File: src/rtl/uart_word_framer.sv
`default_nettype none
// ============================================================================
//  Module   : uart_word_framer
//  Purpose  : 8N1 UART receiver plus word framer. Serial bytes are packed
//             into a BYTES-wide word. Framing is opened by a run of
//             SYNC_COUNT consecutive SYNC_BYTEs and closed by a word made
//             entirely of IDLE_BYTE. Completed words leave on data_word with
//             a one-cycle word_valid strobe.
//  Options  : `define WORD_TIMEOUT_EN to build the partial-word timeout.
//             Without it, timeout_pulse is constant 0 and a partial word
//             waits indefinitely.
//  Ports    : clk            system clock, rising edge
//             reset          asynchronous, active-low reset
//             uart_rx_pin    UART line, idle high, asynchronous to clk
//             data_word      last completed word, byte 0 in [7:0]
//             word_valid     one-cycle pulse when data_word updates
//             active         high while the framer is in ACTIVE
//             frame_err      one-cycle pulse on a bad stop bit
//             timeout_pulse  one-cycle pulse on partial-word abort
//  Revision : 1.0 - initial release
// ============================================================================
module uart_word_framer #(
    parameter int         CLK_HZ       = 50000000,
    parameter int         BIT_RATE     = 9600,
    parameter int         BYTES        = 8,
    parameter logic [7:0] SYNC_BYTE    = 8'hAA,
    parameter int         SYNC_COUNT   = 8,
    parameter logic [7:0] IDLE_BYTE    = 8'h55,
    parameter int         TIMEOUT_BITS = 40
) (
    input  logic               clk,
    input  logic               reset,
    input  logic               uart_rx_pin,
    output logic [8*BYTES-1:0] data_word,
    output logic               word_valid,
    output logic               active,
    output logic               frame_err,
    output logic               timeout_pulse
);

    // ------------------------------------------------------------------------
    // Derived constants
    // ------------------------------------------------------------------------
    localparam int CPB      = CLK_HZ / BIT_RATE;
    localparam int CNT_W    = $clog2(CPB + 1);
    localparam int BCW      = (BYTES > 1) ? $clog2(BYTES) : 1;
    localparam int TO_LIMIT = TIMEOUT_BITS * CPB;

    localparam logic [CNT_W-1:0] BIT_END   = CNT_W'(CPB - 1);
    localparam logic [CNT_W-1:0] HALF_END  = CNT_W'(CPB / 2 - 1);
    localparam logic [BCW-1:0]   LAST_LANE = BCW'(BYTES - 1);
    localparam logic [7:0]       SYNC_LAST = 8'(SYNC_COUNT - 1);

    // ------------------------------------------------------------------------
    // Input synchroniser. rx_prev is one more stage so that a falling edge
    // can be seen on already-synchronised samples.
    // ------------------------------------------------------------------------
    logic rx_meta;
    logic rx_sync;
    logic rx_prev;

    always_ff @(posedge clk or negedge reset) begin
        if (!reset) begin
            rx_meta <= 1'b1;
            rx_sync <= 1'b1;
            rx_prev <= 1'b1;
        end else begin
            rx_meta <= uart_rx_pin;
            rx_sync <= rx_meta;
            rx_prev <= rx_sync;
        end
    end

    // ------------------------------------------------------------------------
    // UART receiver, 8N1. The start bit is re-checked at its midpoint, so
    // every later sample lands in the middle of its bit cell.
    // ------------------------------------------------------------------------
    typedef enum logic [1:0] {
        RX_IDLE  = 2'd0,
        RX_START = 2'd1,
        RX_DATA  = 2'd2,
        RX_STOP  = 2'd3
    } rx_state_t;

    rx_state_t        rx_state;
    logic [CNT_W-1:0] clk_cnt;
    logic [2:0]       bit_idx;
    logic [7:0]       shift;
    logic [7:0]       rx_byte;
    logic             byte_strobe;

    always_ff @(posedge clk or negedge reset) begin
        if (!reset) begin
            rx_state    <= RX_IDLE;
            clk_cnt     <= '0;
            bit_idx     <= 3'd0;
            shift       <= 8'd0;
            rx_byte     <= 8'd0;
            byte_strobe <= 1'b0;
            frame_err   <= 1'b0;
        end else begin
            byte_strobe <= 1'b0;
            frame_err   <= 1'b0;
            case (rx_state)
                RX_IDLE: begin
                    clk_cnt <= '0;
                    if (rx_prev && !rx_sync) begin
                        rx_state <= RX_START;
                    end
                end
                RX_START: begin
                    if (clk_cnt == HALF_END) begin
                        clk_cnt  <= '0;
                        bit_idx  <= 3'd0;
                        // A line already back high is a glitch, not a start.
                        rx_state <= rx_sync ? RX_IDLE : RX_DATA;
                    end else begin
                        clk_cnt <= clk_cnt + 1'b1;
                    end
                end
                RX_DATA: begin
                    if (clk_cnt == BIT_END) begin
                        clk_cnt <= '0;
                        shift   <= {rx_sync, shift[7:1]};   // LSB first
                        if (bit_idx == 3'd7) begin
                            rx_state <= RX_STOP;
                        end else begin
                            bit_idx <= bit_idx + 1'b1;
                        end
                    end else begin
                        clk_cnt <= clk_cnt + 1'b1;
                    end
                end
                RX_STOP: begin
                    if (clk_cnt == BIT_END) begin
                        clk_cnt  <= '0;
                        rx_state <= RX_IDLE;
                        if (rx_sync) begin
                            byte_strobe <= 1'b1;
                            rx_byte     <= shift;
                        end else begin
                            frame_err <= 1'b1;
                        end
                    end else begin
                        clk_cnt <= clk_cnt + 1'b1;
                    end
                end
                default: rx_state <= RX_IDLE;
            endcase
        end
    end

    // ------------------------------------------------------------------------
    // Assembly register with the incoming byte merged into its lane. Used
    // both to update the register and, on the last lane, as the finished
    // word, so data_word is always loaded in one step.
    // ------------------------------------------------------------------------
    logic [BYTES-1:0][7:0] asm_lanes;
    logic [BYTES-1:0][7:0] next_word;
    logic                  all_idle;

    always_comb begin
        next_word          = asm_lanes;
        next_word[byte_cnt] = rx_byte;
        all_idle           = 1'b1;
        for (int i = 0; i < BYTES; i++) begin
            if (next_word[i] != IDLE_BYTE) begin
                all_idle = 1'b0;
            end
        end
    end

    // ------------------------------------------------------------------------
    // Framer FSM
    // ------------------------------------------------------------------------
    typedef enum logic [0:0] {
        FR_IDLE   = 1'b0,
        FR_ACTIVE = 1'b1
    } fr_state_t;

    fr_state_t      fr_state;
    logic [7:0]     sync_cnt;
    logic [BCW-1:0] byte_cnt;

`ifdef WORD_TIMEOUT_EN
    localparam int           TO_W   = $clog2(TO_LIMIT + 1);
    localparam logic [TO_W-1:0] TO_END = TO_W'(TO_LIMIT - 1);
    logic [TO_W-1:0] to_cnt;
`endif

    always_ff @(posedge clk or negedge reset) begin
        if (!reset) begin
            fr_state      <= FR_IDLE;
            active        <= 1'b0;
            sync_cnt      <= 8'd0;
            byte_cnt      <= '0;
            asm_lanes     <= '0;
            data_word     <= '0;
            word_valid    <= 1'b0;
`ifdef WORD_TIMEOUT_EN
            to_cnt        <= '0;
            timeout_pulse <= 1'b0;
`endif
        end else begin
            word_valid    <= 1'b0;
`ifdef WORD_TIMEOUT_EN
            timeout_pulse <= 1'b0;
`endif
            case (fr_state)
                FR_IDLE: begin
`ifdef WORD_TIMEOUT_EN
                    to_cnt <= '0;
`endif
                    // A corrupted byte breaks the preamble run.
                    if (frame_err) begin
                        sync_cnt <= 8'd0;
                    end else if (byte_strobe) begin
                        if (rx_byte == SYNC_BYTE) begin
                            if (sync_cnt == SYNC_LAST) begin
                                fr_state <= FR_ACTIVE;
                                active   <= 1'b1;
                                sync_cnt <= 8'd0;
                                byte_cnt <= '0;
                            end else begin
                                sync_cnt <= sync_cnt + 1'b1;
                            end
                        end else begin
                            sync_cnt <= 8'd0;
                        end
                    end
                end
                FR_ACTIVE: begin
                    if (byte_strobe) begin
                        asm_lanes <= next_word;
                        if (byte_cnt == LAST_LANE) begin
                            byte_cnt <= '0;
                            if (all_idle) begin
                                fr_state <= FR_IDLE;
                                active   <= 1'b0;
                                sync_cnt <= 8'd0;
                            end else begin
                                data_word  <= next_word;
                                word_valid <= 1'b1;
                            end
                        end else begin
                            byte_cnt <= byte_cnt + 1'b1;
                        end
                    end
`ifdef WORD_TIMEOUT_EN
                    // Runs only while a word is partly assembled; any new
                    // byte restarts the wait.
                    if (byte_strobe || (byte_cnt == '0)) begin
                        to_cnt <= '0;
                    end else if (to_cnt == TO_END) begin
                        to_cnt        <= '0;
                        byte_cnt      <= '0;
                        asm_lanes     <= '0;
                        timeout_pulse <= 1'b1;
                    end else begin
                        to_cnt <= to_cnt + 1'b1;
                    end
`endif
                end
                default: fr_state <= FR_IDLE;
            endcase
        end
    end

`ifndef WORD_TIMEOUT_EN
    // No timeout hardware: this expression is constant 0 for any legal
    // parameter set.
    assign timeout_pulse = (TO_LIMIT < 0);
`endif

endmodule
`default_nettype wire

File: config.mk
export PLATFORM = sky130hd
export DESIGN_NAME = uart_word_framer
export DESIGN_NICKNAME = d
export VERILOG_FILES = /design/src/rtl/uart_word_framer.sv
export SDC_FILE = /design/constraint.sdc
export NUM_CORES = 1
export LEC_CHECK = 0
export ABC_AREA = 1
export CAP_MARGIN = 40
export CORE_ASPECT_RATIO = 2
export CORE_MARGIN = 5
export CORE_UTILIZATION = 40
export CTS_CLUSTER_DIAMETER = 50
export CTS_CLUSTER_SIZE = 14
export DETAILED_ROUTE_END_ITERATION = 8
export GPL_ROUTABILITY_DRIVEN = 0
export PLACE_DENSITY_LB_ADDON = 0.2
export SLEW_MARGIN = 20
export SYNTH_ARGS = -nofsm -noshare
export SYNTH_HDL_FRONTEND = slang
export SYNTH_SLANG_ARGS = --single-unit
File: constraint.sdc
create_clock -name clk -period 2.2 [get_ports clk]
set_clock_uncertainty 0.2 [all_clocks]
set_input_delay 0.44 -clock clk [delete_from_list [all_inputs] [get_ports clk]]
set_output_delay 0.44 -clock clk [all_outputs]
set_load 0.005 [all_outputs]
==> flow_metrics.py, run 1 <==
metrics = {
    "run_status": {
        "violations": "negative setup slack",
        "status": "finished, violations left",
    },
    "route": {
        "first_iter_violations": 409,
        "first_pass_iters": 5,
        "wl_per_cell_um": 15.5,
        "drtAntennaViolNets": 0,
        "viasPerCell": 4.91,
        "vias": 7447,
        "drc": 0,
        "wl_mm": 23.6,
    },
    "clocking": {
        "root_buffer": "clkbuf_16",
        "clk-insertion-delay-late_ns": 0.45,
        "htree_levels": 4,
        "clk_pin_slew_ns": 0.07,
        "cts_buffer_depth": 2,
        "cts_tree": "yes",
        "cts_num_sinks": 181,
        "numCtsBuffers": 17,
    },
    "timing": {
        "setup_ws_ns": -0.387,
        "fin_setup_tns_ns": -25.24,
        "setup_violations": 75,
        "fmax_ghz": 0.387,
        "period_share": 1.18,
        "period_needed_ns": 2.59,
        "hold_viol_final": 0,
        "rsz0062_at_grt": "true",
        "fin_hold_ws_ns": 0.158,
        "drv_slew": 0,
    },
    "setup_path": {
        "worst_ep_required_time_ns": 2.33,
        "worst_setup_path_start_kind": "flip-flop",
        "arrival_ns": 2.72,
        "crit_type": "flip-flop to flip-flop",
        "cp-end-kind": "flip-flop",
        "ff2ff_setup_slack_ns": -0.39,
        "rr_startpoint": "byte_cnt[2]",
        "rr_worst_depth": 15,
        "r2r_end": "data_word[57]",
        "path_max_fanout": 7,
    },
    "layout": {
        "antenna_cells": 0,
        "fill_cells": 1956,
        "fin_nets": 1243,
        "drive_gt1_frac": 0.206,
        "area_growth_pct": 36.6,
    },
    "grt": {
        "grt_max_degree": 52,
        "grt_usage": 0.192,
        "grt_pass1_wl_mm": 36.9,
        "antenna_found_initial": 0,
        "grt_pass1_vias": 7275,
        "grt_overflow": 0,
    },
    "synth": {
        "ys_seq_area_frac": 0.540,
        "syn-num-nets": 1057,
        "yosysWarnings": 0,
        "synth-edff-count": 0,
        "yosysMostFrequentCell": "nand2_1",
        "synthCells": 1048,
        "ys.flop_type": "dfrtp_1",
        "synth_area_leader_cell": "dfrtp_1",
        "synth-seq-cells": 181,
        "synth.top_cell.area_share": 0.530,
        "syn_avg_cell_area_um2": 8.02,
        "netlist_area_um2": 8400,
        "synthTopCellsByCount": "nand2_1 (346), dfrtp_1 (178), o21ai_0 (142), inv_1 (102), nor2_1 (71)",
        "synth_cell_type_count": 32,
        "async_flop_share": 1.00,
        "synth_area_leaders": "dfrtp_1 (53%), nand2_1 (15%), o21ai_0 (8.5%), inv_1 (4.6%), nand3_1 (3.5%)",
    },
    "min_path": {
        "whs_path_depth": 0,
        "hp-start": "rx_meta",
        "hold-path-endpoint": "rx_sync",
        "hold_path_class": "flip-flop to flip-flop",
    },
    "floorplan": {
        "core-area_um2": 20800,
        "design.die.area_um2": 24200,
        "die_w_um": 112,
        "rows": 75,
        "fp.dieH_um": 215,
        "start_util": 0.403,
        "ios": 71,
    },
    "pwr": {
        "p_comb_frac": 0.066,
        "peakVddDrop_mv": 0.482,
        "swShare": 0.253,
        "clkPwrFrac": 0.432,
        "pwr-share-seq": 0.502,
        "leakagePower_nw": 5.28,
        "power.density_nw_per_um2": 601,
        "switchingPower_mw": 1.74,
        "p_int_mw": 5.15,
    },
    "place": {
        "dp_hpwl_mm": 15.4,
        "port_buffers": 69,
    },
    "job": {
        "cap_viol_max_count": 0,
    },
}
cell families after synthesis:
family | count (synthesis) | synth area share
adder cells (fa/ha/maj) | 6 | 0.00893
buffers and inverters | 155 | 0.0776
XOR/XNOR | 4 | 0.00417
multiplexers | 4 | 0.00536
AO/OA/AOI/OAI | 169 | 0.101
other | 1 | 0.000446
AND/OR/NAND/NOR | 528 | 0.263
flip-flops | 181 | 0.540
sequential cells by signal, indices dropped and copies added, names as in the netlist, named ones only:
signal / count
frame_err: 1
sync_cnt: 8
shift: 8
word_valid: 1
byte_cnt: 3
rx_prev: 1
data_word: 64
clk_cnt: 13
byte_strobe: 1
fr_state: 1
rx_meta: 1
bit_idx: 3
rx_byte: 8
rx_state: 1
active: 1
rx_sync: 1
asm_lanes: 64
through the flow:
stage | utilization | power (mW) | area [um^2] | setup slack (ns) | instances
2_1_floorplan | - | 3.76 | 8400 | -0.0106 | 1048
5_1_grt | 0.551 | 7.19 | 11500 | -0.451 | 1516
4_1_cts | 0.530 | 6.91 | 11100 | -0.339 | 1499
3_3_place_gp | 0.486 | 3.92 | 10100 | -0.642 | 1451
6_report | 0.551 | 6.89 | 11500 | -0.387 | 1516
3_5_place_dp | 0.486 | 3.93 | 10100 | -0.604 | 1451
layout by cell type (no fill, tap or decap), types with 3 or more instances in the layout:
cell type,synthesis,layout
dfrtp_2,0,5
clkdlybuf4s50_1,0,68
inv_1,102,101
nand3_4,0,5
xor2_1,4,4
clkbuf_16,0,23
clkinv_2,0,3
nor3_1,8,7
clkinv_4,0,5
nand2_2,3,21
ha_1,6,5
mux2_2,4,4
o21ai_0,142,106
nor4_1,5,3
dfrtp_1,178,173
nand2_4,0,8
nor2_1,71,59
buf_4,12,115
nand3_1,59,59
nor3b_1,4,4
nand4_1,22,22
nor2_2,0,7
a21oi_1,6,6
inv_6,0,4
nor2_4,1,7
buf_6,1,11
o21ai_1,19,47
nand2_1,346,319
buf_12,0,9
o21ai_2,0,6
dfstp_2,3,3
area by class of cell:
cell class	count	area, um^2	share of cell area
timing repair buffer	213	2080	0.181
multi-input combinational	715	3550	0.309
tap	269	337	0.0293
clock buffer	19	443	0.0386
sequential	181	4540	0.395
clock inverter	13	124	0.0108
inverter	106	408	0.0355
worst max path at each step:
| stage | startpoint | to | cells past startpoint |
|---|---|---|---|
| after CTS | byte_cnt[1] | data_word[8] | 16 |
| after global placement | byte_cnt[1] | data_word[43] | 14 |
| after floorplan | byte_cnt[2] | data_word[18] | 16 |
| final | byte_cnt[2] | data_word[57] | 15 |
| after global routing | byte_cnt[2] | data_word[50] | 15 |
| after detailed placement | byte_cnt[1] | data_word[56] | 14 |
layer usage:
layer  vias to the layer above  wire (um)  track usage
met2                       140      12900        0.351
li1                       3734          -            -
met5                         -          0            0
met4                         0        716       0.0778
met3                        49        722       0.0307
met1                      3524       9190        0.218
worst max-delay path: stages, from the launching register on:
cell       delay [ns]
dfrtp_2          0.49
nor2_4           0.22
nand2_4          0.11
buf_12           0.16
nand2_4          0.05
o21ai_2          0.06
nor2_2           0.13
nand2_1          0.10
nor2_1           0.13
nand2_1          0.09
nor2_2           0.13
nand2_4          0.12
nand2_8          0.12
buf_6            0.14
clkbuf_16        0.14
o21ai_1          0.05
power groups by stage:
stage                     clock network, mW  registers, mW  logic [mW]
after floorplan                           0           3.50       0.253
after global placement                    0           3.52       0.399
after detailed placement                  0           3.52       0.410
after CTS                              3.04           3.46       0.414
after global routing                   3.18           3.47       0.542
final                                  2.98           3.46       0.455
repair_timing:
action | 4_1_cts | 5_1_grt
endpoints found under the setup margin | 75 | 100
pin swaps | 5 | 7
resized for setup | 54 | 78
buffers inserted | 10 | 9
hold buffers | 1 | 0
cloned | 5 | 10
hold endpoints to repair | 68 | 0
Note: power is estimated with default switching activity, not from simulation.
==> inputs of run 2 (changes only) <==
PLACE_DENSITY = 0.67   (was unset)
PLACE_DENSITY_LB_ADDON = unset   (was 0.2)
==> flow_metrics.py, run 2 (synthesis gave the netlist of run 1 again) <==
metrics = {
    "run_status": {
        "status": "finished, violations left",
        "violations": "negative setup slack",
    },
    "floorplan": {
        "fp.dieH_um": 215,
        "rows": 75,
        "die_w_um": 112,
        "core-area_um2": 20800,
        "start_util": 0.403,
        "ios": 71,
        "design.die.area_um2": 24200,
    },
    "timing": {
        "drv_slew": 0,
        "rsz0062_at_grt": "true",
        "period_needed_ns": 2.63,
        "hold_viol_final": 0,
        "setup_violations": 75,
        "fin_hold_ws_ns": 0.155,
        "fmax_ghz": 0.381,
        "slew_headroom": 0.636,
        "setup_ws_ns": -0.426,
        "tightest_slew_ns": 0.543,
        "period_share": 1.19,
    },
    "pwr": {
        "pwr-share-seq": 0.496,
        "peakVddDrop_mv": 0.610,
        "clkPwrFrac": 0.436,
        "swShare": 0.253,
        "power.density_nw_per_um2": 582,
        "total_power_mw": 6.99,
        "p_int_mw": 5.22,
        "switchingPower_mw": 1.77,
        "leakagePower_nw": 5.54,
        "p_comb_frac": 0.068,
    },
    "route": {
        "vias": 7739,
        "wl_per_cell_um": 16.1,
        "first_iter_violations": 472,
        "first_pass_iters": 5,
        "drc": 0,
        "wl_mm": 24.7,
        "drtAntennaViolNets": 0,
        "viasPerCell": 5.05,
    },
    "layout": {
        "drive_gt1_frac": 0.259,
        "fin_nets": 1260,
        "antenna_cells": 0,
        "final_common_cell": "nand2_1",
        "final_cell_mix": "nand2_1 (288), dfrtp_1 (175), buf_4 (115), inv_1 (100), o21ai_0 (93)",
        "area_growth_pct": 43.0,
        "largestRegisters": "asm_lanes x64, data_word x64, clk_cnt x13",
        "fill_cells": 1812,
    },
    "clocking": {
        "clk-insertion-delay-late_ns": 0.45,
        "cts_buffer_depth": 2,
        "cts_num_sinks": 181,
        "numCtsBuffers": 17,
        "htree_levels": 4,
        "root_buffer": "clkbuf_16",
        "cts_tree": "yes",
        "clk_pin_slew_ns": 0.07,
    },
    "grt": {
        "grt_overflow": 0,
        "grt_pass1_wl_mm": 37.3,
        "grt_usage": 0.193,
        "antenna_found_initial": 0,
        "grt_pass1_vias": 7488,
        "grt_max_degree": 97,
    },
    "setup_path": {
        "path_max_fanout": 6,
        "arrival_ns": 2.80,
        "worst_ep_required_time_ns": 2.37,
        "cp-end-kind": "flip-flop",
        "crit_type": "flip-flop to flip-flop",
        "worst_setup_path_start_kind": "flip-flop",
    },
    "job": {
        "cap_viol_max_count": 0,
    },
    "place": {
        "dp_hpwl_mm": 15.9,
        "dp_slack_ns": -0.554,
        "port_buffers": 69,
    },
    "min_path": {
        "hold_path_class": "flip-flop to flip-flop",
    },
}
run 2: changes by cell type in the layout (fill, tap and decap cells not counted), sizes merged:
cell	delta
buf	+12
bufinv	+1
nand2	-1
clkinvlp	+1
nand3	+1
nor2	-1
clkbuf	+4
run 2: worst max-delay path, stage by stage (launching register included):
cell	delay, ns
dfrtp_2	0.47
buf_12	0.15
nor2_4	0.16
nand2_2	0.10
buf_4	0.16
nand2_1	0.06
o21ai_0	0.10
nor2_1	0.11
nand2_1	0.07
nor2_2	0.12
nand2_2	0.10
nor2_4	0.12
nand2_4	0.09
nand2_8	0.11
buf_12	0.16
clkbuf_16	0.16
nand2_2	0.04
o21ai_1	0.08
run 2: per-layer routing:
metal,up-vias,part of all wire,GRT usage
li1,3781,-,-
met1,3683,0.37,0.208
met2,210,0.55,0.356
met3,65,0.037,0.0357
met4,0,0.046,0.0915
met5,-,0,0
run 2: final timing paths:
check                       startpoint       endpoint  slack (ns)  depth (start not counted)
setup reg to reg           byte_cnt[2]  data_word[15]       -0.43                         17
setup / recovery           byte_cnt[2]  data_word[15]       -0.43                         17
min in group asynchronous        reset  data_word[43]        0.29                          2
hold / removal                 rx_meta        rx_sync        0.16                          0
hold reg to reg                rx_meta        rx_sync        0.16                          0
max in group asynchronous        reset     clk_cnt[8]        0.91                          3
run 2: stage by stage:
| stage | util | std cells | cell area, um^2 | TNS [ns] |
|---|---|---|---|---|
| after floorplan | - | 1048 | 8400 | -0.126 |
| after global placement | 0.492 | 1463 | 10200 | -31.95 |
| after detailed placement | 0.492 | 1463 | 10200 | -37.99 |
| after CTS | 0.537 | 1506 | 11200 | -23.65 |
| after global routing | 0.577 | 1533 | 12000 | -36.03 |
| final | 0.577 | 1533 | 12000 | -28.01 |
run 2: what timing repair did:
action,CTS,global route
hold buffers,1,0
endpoints found under the setup margin,87,100
gates resized for setup,41,172
gates cloned,5,17
hold endpoints to repair,35,0
setup buffers,6,10
pin swaps,11,22
run 2: power by group through the flow:
stage	clock network, mW	logic [mW]	registers (mW)
final	3.05	0.476	3.47
after global placement	0	0.439	3.52
after CTS	3.09	0.463	3.46
after floorplan	0	0.253	3.50
after detailed placement	0	0.456	3.52
after global routing	3.23	0.534	3.48
run 2: final cells by class:
| cell class | count | area, um^2 | area share |
|---|---|---|---|
| Sequential cell | 181 | 4540 | 0.378 |
| Multi-Input combinational cell | 714 | 3740 | 0.311 |
| Timing Repair Buffer | 231 | 2420 | 0.202 |
| Clock buffer | 17 | 425 | 0.0354 |
| Inverter | 106 | 400 | 0.0333 |
| Tap cell | 269 | 337 | 0.0280 |
| Clock inverter | 15 | 155 | 0.0129 |
